File: src/rtl/pc_fetch_unit_if.sv
// pc_fetch_unit_if: fetch-stage redirect/control inputs and PC/status outputs
interface pc_fetch_unit_if #(parameter int COUNT_WIDTH = 16);
  logic                   stall;
  logic                   halt;
  logic                   resume;
  logic                   branch_taken;
  logic [15:0]            branch_offset;
  logic                   jump;
  logic [25:0]            jump_index;
  logic                   jump_reg;
  logic [31:0]            jr_target;
  logic [31:0]            pc;
  logic [31:0]            pc_plus4;
  logic                   fetch_valid;
  logic                   misaligned;
  logic                   halted;
  logic [COUNT_WIDTH-1:0] fetch_count;
  modport master (
    output stall, halt, resume, branch_taken, branch_offset, jump, jump_index, jump_reg, jr_target,
    input  pc, pc_plus4, fetch_valid, misaligned, halted, fetch_count
  );
  modport slave (
    input  stall, halt, resume, branch_taken, branch_offset, jump, jump_index, jump_reg, jr_target,
    output pc, pc_plus4, fetch_valid, misaligned, halted, fetch_count
  );
endinterface

File: src/rtl/pc_fetch_unit.sv
// pc_fetch_unit: program counter with branch/jump/jr redirect, stall, halt and misaligned trap
module pc_fetch_unit #(
  parameter logic [31:0] RESET_PC    = 32'h0000_0000,
  parameter int          COUNT_WIDTH = 16
) (
  input logic            clk,
  input logic            rst,
  pc_fetch_unit_if.slave bus
);
  typedef enum logic {RUN, HALT} state_t;
  state_t                 r_state, w_next_state;
  logic [31:0]            r_pc;
  logic                   r_misaligned;
  logic [COUNT_WIDTH-1:0] r_count;
  logic [31:0]            w_pc_plus4, w_br_target, w_jmp_target, w_target;
  logic                   w_go, w_trap, w_load;
  always_comb begin
    w_pc_plus4   = r_pc + 32'd4;
    w_br_target  = w_pc_plus4 + {{14{bus.branch_offset[15]}}, bus.branch_offset, 2'b00};
    w_jmp_target = {w_pc_plus4[31:28], bus.jump_index, 2'b00};
    w_target     = bus.jump_reg ? bus.jr_target : bus.jump ? w_jmp_target :
                   bus.branch_taken ? w_br_target : w_pc_plus4;
    w_go         = r_state == RUN && !bus.halt && !bus.stall;
    w_trap       = w_go && bus.jump_reg && |bus.jr_target[1:0];
    w_load       = w_go && !w_trap;
  end
  always_comb begin
    w_next_state = r_state;
    if (r_state == RUN && (bus.halt || w_trap))
      w_next_state = HALT;
    else if (r_state == HALT && bus.resume && !bus.halt && !r_misaligned)
      w_next_state = RUN;
  end
  always_ff @(posedge clk)
    r_state <= rst ? RUN : w_next_state;
  always_ff @(posedge clk) begin
    if (rst) begin
      r_pc         <= RESET_PC;
      r_misaligned <= 1'b0;
      r_count      <= '0;
    end else begin
      if (w_load) r_pc <= w_target;
      if (w_trap) r_misaligned <= 1'b1;
      if (w_load && !(&r_count)) r_count <= r_count + 1'b1;
    end
  end
  assign bus.pc          = r_pc;
  assign bus.pc_plus4    = w_pc_plus4;
  assign bus.fetch_valid = r_state == RUN;
  assign bus.halted      = r_state == HALT;
  assign bus.misaligned  = r_misaligned;
  assign bus.fetch_count = r_count;
endmodule

File: src/flat_wrapper.sv
// flat-port wrapper written by rule: the top's interface ports become plain ports
module pc_fetch_unit_flat 
#(
  parameter logic [31:0] RESET_PC    = 32'h0000_0000,
  parameter int          COUNT_WIDTH = 16
)
  (clk, rst, bus_stall, bus_halt, bus_resume, bus_branch_taken, bus_branch_offset, bus_jump, bus_jump_index, bus_jump_reg, bus_jr_target, bus_pc, bus_pc_plus4, bus_fetch_valid, bus_misaligned, bus_halted, bus_fetch_count);
  pc_fetch_unit_if #(.COUNT_WIDTH(COUNT_WIDTH)) bus_i ();
  input logic clk;
  input logic rst;
  input wire logic [$bits(bus_i.stall)-1:0] bus_stall;
  input wire logic [$bits(bus_i.halt)-1:0] bus_halt;
  input wire logic [$bits(bus_i.resume)-1:0] bus_resume;
  input wire logic [$bits(bus_i.branch_taken)-1:0] bus_branch_taken;
  input wire logic [$bits(bus_i.branch_offset)-1:0] bus_branch_offset;
  input wire logic [$bits(bus_i.jump)-1:0] bus_jump;
  input wire logic [$bits(bus_i.jump_index)-1:0] bus_jump_index;
  input wire logic [$bits(bus_i.jump_reg)-1:0] bus_jump_reg;
  input wire logic [$bits(bus_i.jr_target)-1:0] bus_jr_target;
  output wire logic [$bits(bus_i.pc)-1:0] bus_pc;
  output wire logic [$bits(bus_i.pc_plus4)-1:0] bus_pc_plus4;
  output wire logic [$bits(bus_i.fetch_valid)-1:0] bus_fetch_valid;
  output wire logic [$bits(bus_i.misaligned)-1:0] bus_misaligned;
  output wire logic [$bits(bus_i.halted)-1:0] bus_halted;
  output wire logic [$bits(bus_i.fetch_count)-1:0] bus_fetch_count;
  assign bus_i.stall = bus_stall;
  assign bus_i.halt = bus_halt;
  assign bus_i.resume = bus_resume;
  assign bus_i.branch_taken = bus_branch_taken;
  assign bus_i.branch_offset = bus_branch_offset;
  assign bus_i.jump = bus_jump;
  assign bus_i.jump_index = bus_jump_index;
  assign bus_i.jump_reg = bus_jump_reg;
  assign bus_i.jr_target = bus_jr_target;
  assign bus_pc = bus_i.pc;
  assign bus_pc_plus4 = bus_i.pc_plus4;
  assign bus_fetch_valid = bus_i.fetch_valid;
  assign bus_misaligned = bus_i.misaligned;
  assign bus_halted = bus_i.halted;
  assign bus_fetch_count = bus_i.fetch_count;
  pc_fetch_unit #(.RESET_PC(RESET_PC), .COUNT_WIDTH(COUNT_WIDTH)) u_core (.clk(clk), .rst(rst), .bus(bus_i));
endmodule
File: config.mk
export PLATFORM = sky130hd
export DESIGN_NAME = pc_fetch_unit_flat
export DESIGN_NICKNAME = d
export VERILOG_FILES = /design/src/rtl/pc_fetch_unit_if.sv /design/src/rtl/pc_fetch_unit.sv /design/src/flat_wrapper.sv
export SDC_FILE = /design/constraint.sdc
export NUM_CORES = 1
export LEC_CHECK = 0
export BUFFER_PORTS_ARGS = -buffer_cell sky130_fd_sc_hd__buf_2
export CORE_ASPECT_RATIO = 1.25
export CORE_MARGIN = 2
export CORE_UTILIZATION = 56
export DETAILED_ROUTE_END_ITERATION = 10
export HOLD_SLACK_MARGIN = 0.08
export PLACE_DENSITY = 0.89
export SLEW_MARGIN = 5
export SYNTH_ARGS = -nofsm -noshare
export SYNTH_HDL_FRONTEND = slang
export SYNTH_SLANG_ARGS = --single-unit
File: constraint.sdc
create_clock -name clk -period 11.2 [get_ports clk]
set_clock_uncertainty 0.05 [all_clocks]
set_input_delay 2.8 -clock clk [delete_from_list [all_inputs] [get_ports clk]]
set_output_delay 2.8 -clock clk [all_outputs]
set_load 0.05 [all_outputs]
== Word level (Yosys, flattened, before mapping) ==
Cells that the tools add are included.

* Register bits: 50

* $add $sub $neg: 3
* Mux-type cells: 5
* Bitwise logic cells: 1
* Reduce and logical (&&, ||, !) cells: 19

{| class="wikitable"
|+ Operators with widths
! cell !! count
|-
| $mux 32 || 3
|-
| $add 32x3->32 const B || 1
|-
| $add 32x32->32 || 1
|-
| $add 16x1->16 const B || 1
|-
| $reduce_and 16->1 || 1
|-
| $logic_and 1x1->1 || 10
|-
| $logic_not 1->1 || 5
|-
| $mux 1 || 2
|-
| $reduce_bool 2->1 || 1
|-
| $reduce_or 2->1 || 1
|-
| $logic_or 1x1->1 || 1
|-
| $not 1->1 || 1
|}

== Longest topological paths before layout ==
* Word-level depth: 8
* Mapped depth: 17

== Least setup slack after synthesis ==
OpenSTA, ideal clock, no wires.

* Path type: reg2out
* From: register u_core.r_pc[2] (netlist: u_core.bus.pc[2])
* To: output bus_pc_plus4[30]
* Data arrival time: 3.094 ns
* Setup slack: 5.256 ns
* Cell stages (with the launch flop): 8
* Path buffers: 0
* Path through: dfxtp_1 > ha_1 > and4_1 > nor3b_1 > nand2_1 > nor3_2 > nand3_1 > xnor2_1

* Cells in the longest elaborated chain, start to end: 1

{| class="wikitable"
|+ RTL lines
! item !! line !! source
|-
| from (decl) || pc_fetch_unit.sv:12 || <nowiki>logic [31:0] r_pc;</nowiki>
|-
| from (signal assigned) || pc_fetch_unit.sv:42 || <nowiki>if (w_load) r_pc <= w_target;</nowiki>
|-
| $add 32x3->32 || pc_fetch_unit.sv:18 || <nowiki>w_pc_plus4 = r_pc + 32'd4;</nowiki>
|-
| to (decl) || flat_wrapper.sv:21 || <nowiki>output wire logic [$bits(bus_i.pc_plus4)-1:0] bus_pc_plus4;</nowiki>
|}

Every way passes these cells.

== Worst setup path after layout ==
* From: register u_core.r_pc[2] (netlist: u_core.bus.pc[2])
* To: output bus_pc_plus4[28]

Same word-level chain as after synthesis.

==> key figures <==
Outcome
  • Status: completed

Worst setup path
  • Worst Path Arrival: 3.56 ns
  • CP cell instances: ha_1 -> and4_1 -> nor3b_1 -> nand2_1 -> nor3_2 -> nand3_1 -> xnor2_1 -> buf_2
  • Setup crit start kind: flip-flop
  • Critical Path Sink Type: output pin
  • R2R depth: 17
  • Crit Path Max Fanout: 6
  • CP Launch Point: u_core.bus.pc[2]
  • Critical R2R Launch: u_core.bus.pc[2]
  • Crit-path slowest cell: nor3b_1
  • CP max stage delay: 0.83 ns
  • Setup Crit Path Kind: reg -> out
  • CP required: 8.35 ns

STA
  • Relative slew margins: 33.3%
  • Final Max Tran Viols: 0
  • Aggregate negative setup slack: 0 ns
  • Unrepaired setup endpoints after global routing: false
  • Final min period: 6.41 ns
  • Achievable frequency: 0.156 GHz
  • Final Hold Viols: 0
  • Setup Viol. Count Final: 0
  • Post-route clock period utilization: 57.2%
  • Worst-margin pin slew: 0.999 ns
  • Hold WS: 0.448 ns

Synth
  • Netlist Area Pre-Place: 0.00504 mm2
  • Ys flop type: dfxtp_1
  • Post-synth EDFFs: 0
  • Synth warnings: 0
  • Syn Nets: 806
  • Netlist cell types: 77
  • Mapped Cells: 686
  • Register area share after synthesis: 19.9%
  • Seq cells post-synth: 50
  • Fraction of registers with async set/reset: 0%
  • Post-synth top area share: 19.9%
  • Yosys top cell by area: dfxtp_1
  • Synth Area per Inst: 7.34 um2
  • Synth top area cells: dfxtp_1 (20%), ha_1 (9.2%), a21oi_1 (6.8%)

Global routing
  • First-pass GRT wire length: 26.2 mm
  • GRT overflow: 0
  • Vias in the first global route: 5513
  • Maximum number of pins on one net before global-route repair: 46
  • Overall Global Routing Usage: 34.2%
  • Initial antenna violation count: 0

Routing
  • Drt first pass iters: 5
  • DRT iter0 DRCs: 562
  • Post-DR wirelength/cell: 18.1 um
  • Drt total wl: 17.1 mm
  • Vias per cell: 6.30
  • Vias after detailed routing: 5945
  • Antenna-violating nets left: 0
  • DRC: 0

Cells and area
  • # diodes: 0
  • Finished Core Util: 68.5%
  • Final net count: 943
  • Commonest non-fill, non-tap cells in the layout: buf_2 (164), nor2_1 (68), a21oi_1 (68)
  • Commonest non-fill, non-tap cell in the layout: buf_2
  • Synthesis-to-finish area growth: 18.2%
  • Layout cells sized above 1: 24.0%

Die
  • Die area: 0.00978 mm2
  • Row cnt: 38
  • Die height: 110 um
  • Die W: 88.8 um
  • Starting Density: 57.9%
  • Core area: 0.00870 mm2
  • Boundary Pins: 165

CTS
  • H-tree lvl count: 2
  • TritonCTS Buffers: 5
  • Max clock buf depth: 2
  • CTS tree: built
  • Clock Sinks: 50
  • Worst-Skew Late Latency: 0.34 ns
  • Clock transition at path regs: 0.11 ns
  • CTS Hold Buffers Added: 0
  • # Post-CTS Setup Buffers: 0
  • Root Driver: clkbuf_8
  • CTS resizes: 0

Worst hold path
  • Worst hold stages: 1
  • HP Start: u_core.bus.pc[0]
  • Type of the most critical hold path: reg -> reg

Power and ir drop
  • Lkg Pwr: 2.78 nW
  • Peak supply drop: 0.0537 mV
  • Total power: 0.517 mW
  • PwrDens: 86.8 mW/mm2

Placement
  • Routability cong.: 0.965
  • Buffers added on ports: 164
  • HPWL after DPL: 12.8 mm

Flow run
  • Max-cap violations: 0
## synthesized netlist by cell type (all sizes together) (3+ instances only)
library cell  number
a211oi            16
a21o              16
a21oi             68
a221o              4
a221oi             3
a311oi             3
a31oi             10
and2               4
and3              11
and4               5
buf                8
clkbuf            28
dfxtp             50
ha                37
inv               20
mux2i              6
nand2             65
nand2b             5
nand3             30
nand3b             3
nand4             14
nor2              68
nor2b              6
nor3              15
nor4               6
o2111ai            3
o211ai            14
o21ai             51
o21bai             5
o221ai             5
o22ai              8
or2                3
or3               12
xnor2             32
xor2              25
## power breakdown
| part | internal (mW) | total, mW | switching [mW] | leakage, nW |
|---|---|---|---|---|
| logic | 0.0652 | 0.199 | 0.133 | 2.32 |
| registers | 0.184 | 0.193 | 0.00892 | 0.406 |
| clock network | 0.0466 | 0.126 | 0.0789 | 0.0502 |
## cell type report
class / count / area [um2]
Clock buffer: 5 / 68.8
Clock inverter: 3 / 28.8
Fill cell: 751 / 2740
Inverter: 22 / 83.8
Multi-Input combinational cell: 578 / 3790
Sequential cell: 50 / 1000
Tap cell: 120 / 150
Timing Repair Buffer: 166 / 836
## flip-flops by register name, indices dropped and copies added, names as in the netlist
register and count:
u_core.bus.halted 1, u_core.bus.misaligned 1, u_core.bus.fetch_count 16, u_core.bus.pc 32
## layer usage
layer / track usage, % / share of wire (%) / routed length (um)
met5: 0 / 0 / 0
met4: 20.7 / 5.5 / 943
met3: 5.51 / 7.9 / 1350
met2: 58.4 / 48 / 8250
met1: 39.4 / 38 / 6550
## worst paths after layout
| check | to | slack, ns |
|---|---|---|
| max | bus_pc_plus4[28] | 4.79 |
| min | u_core.bus.pc[0] | 0.45 |
| max reg2reg | u_core.bus.pc[31] | 6.16 |
| min reg2reg | u_core.bus.pc[0] | 0.45 |
## cells by family (layout without fill, tap and decap cells)
logic type	count (synthesis)	after routing	share of synthesized area [%]
and+or+nand+nor	250	250	25.1
buffers and inverters	58	196	4.94
xor gates and xnor gates	57	57	10.1
muxes	7	7	1.42
adders and majority gates	38	38	9.59
AOI/OAI and AO/OA	226	226	29.1
DFF	50	50	19.9
## per-stage QoR
step	worst slack, ns	cells	cell area, um2
floorplan	5.26	686	5040
global placement	5.39	936	5860
detailed placement	5.30	936	5860
CTS	4.90	944	5960
global route	4.67	944	5960
finish	4.79	944	5960
## worst max-delay path: cells and delay by family, from the launching register on
kind | cells | cell delay [ns]
and+or+nand+nor | 5 | 1.91
DFF | 1 | 0.44
buffers and inverters | 1 | 0.33
xor gates and xnor gates | 1 | 0.30
adders and majority gates | 1 | 0.23
No activity file was read; power rests on OpenSTA's default activity.
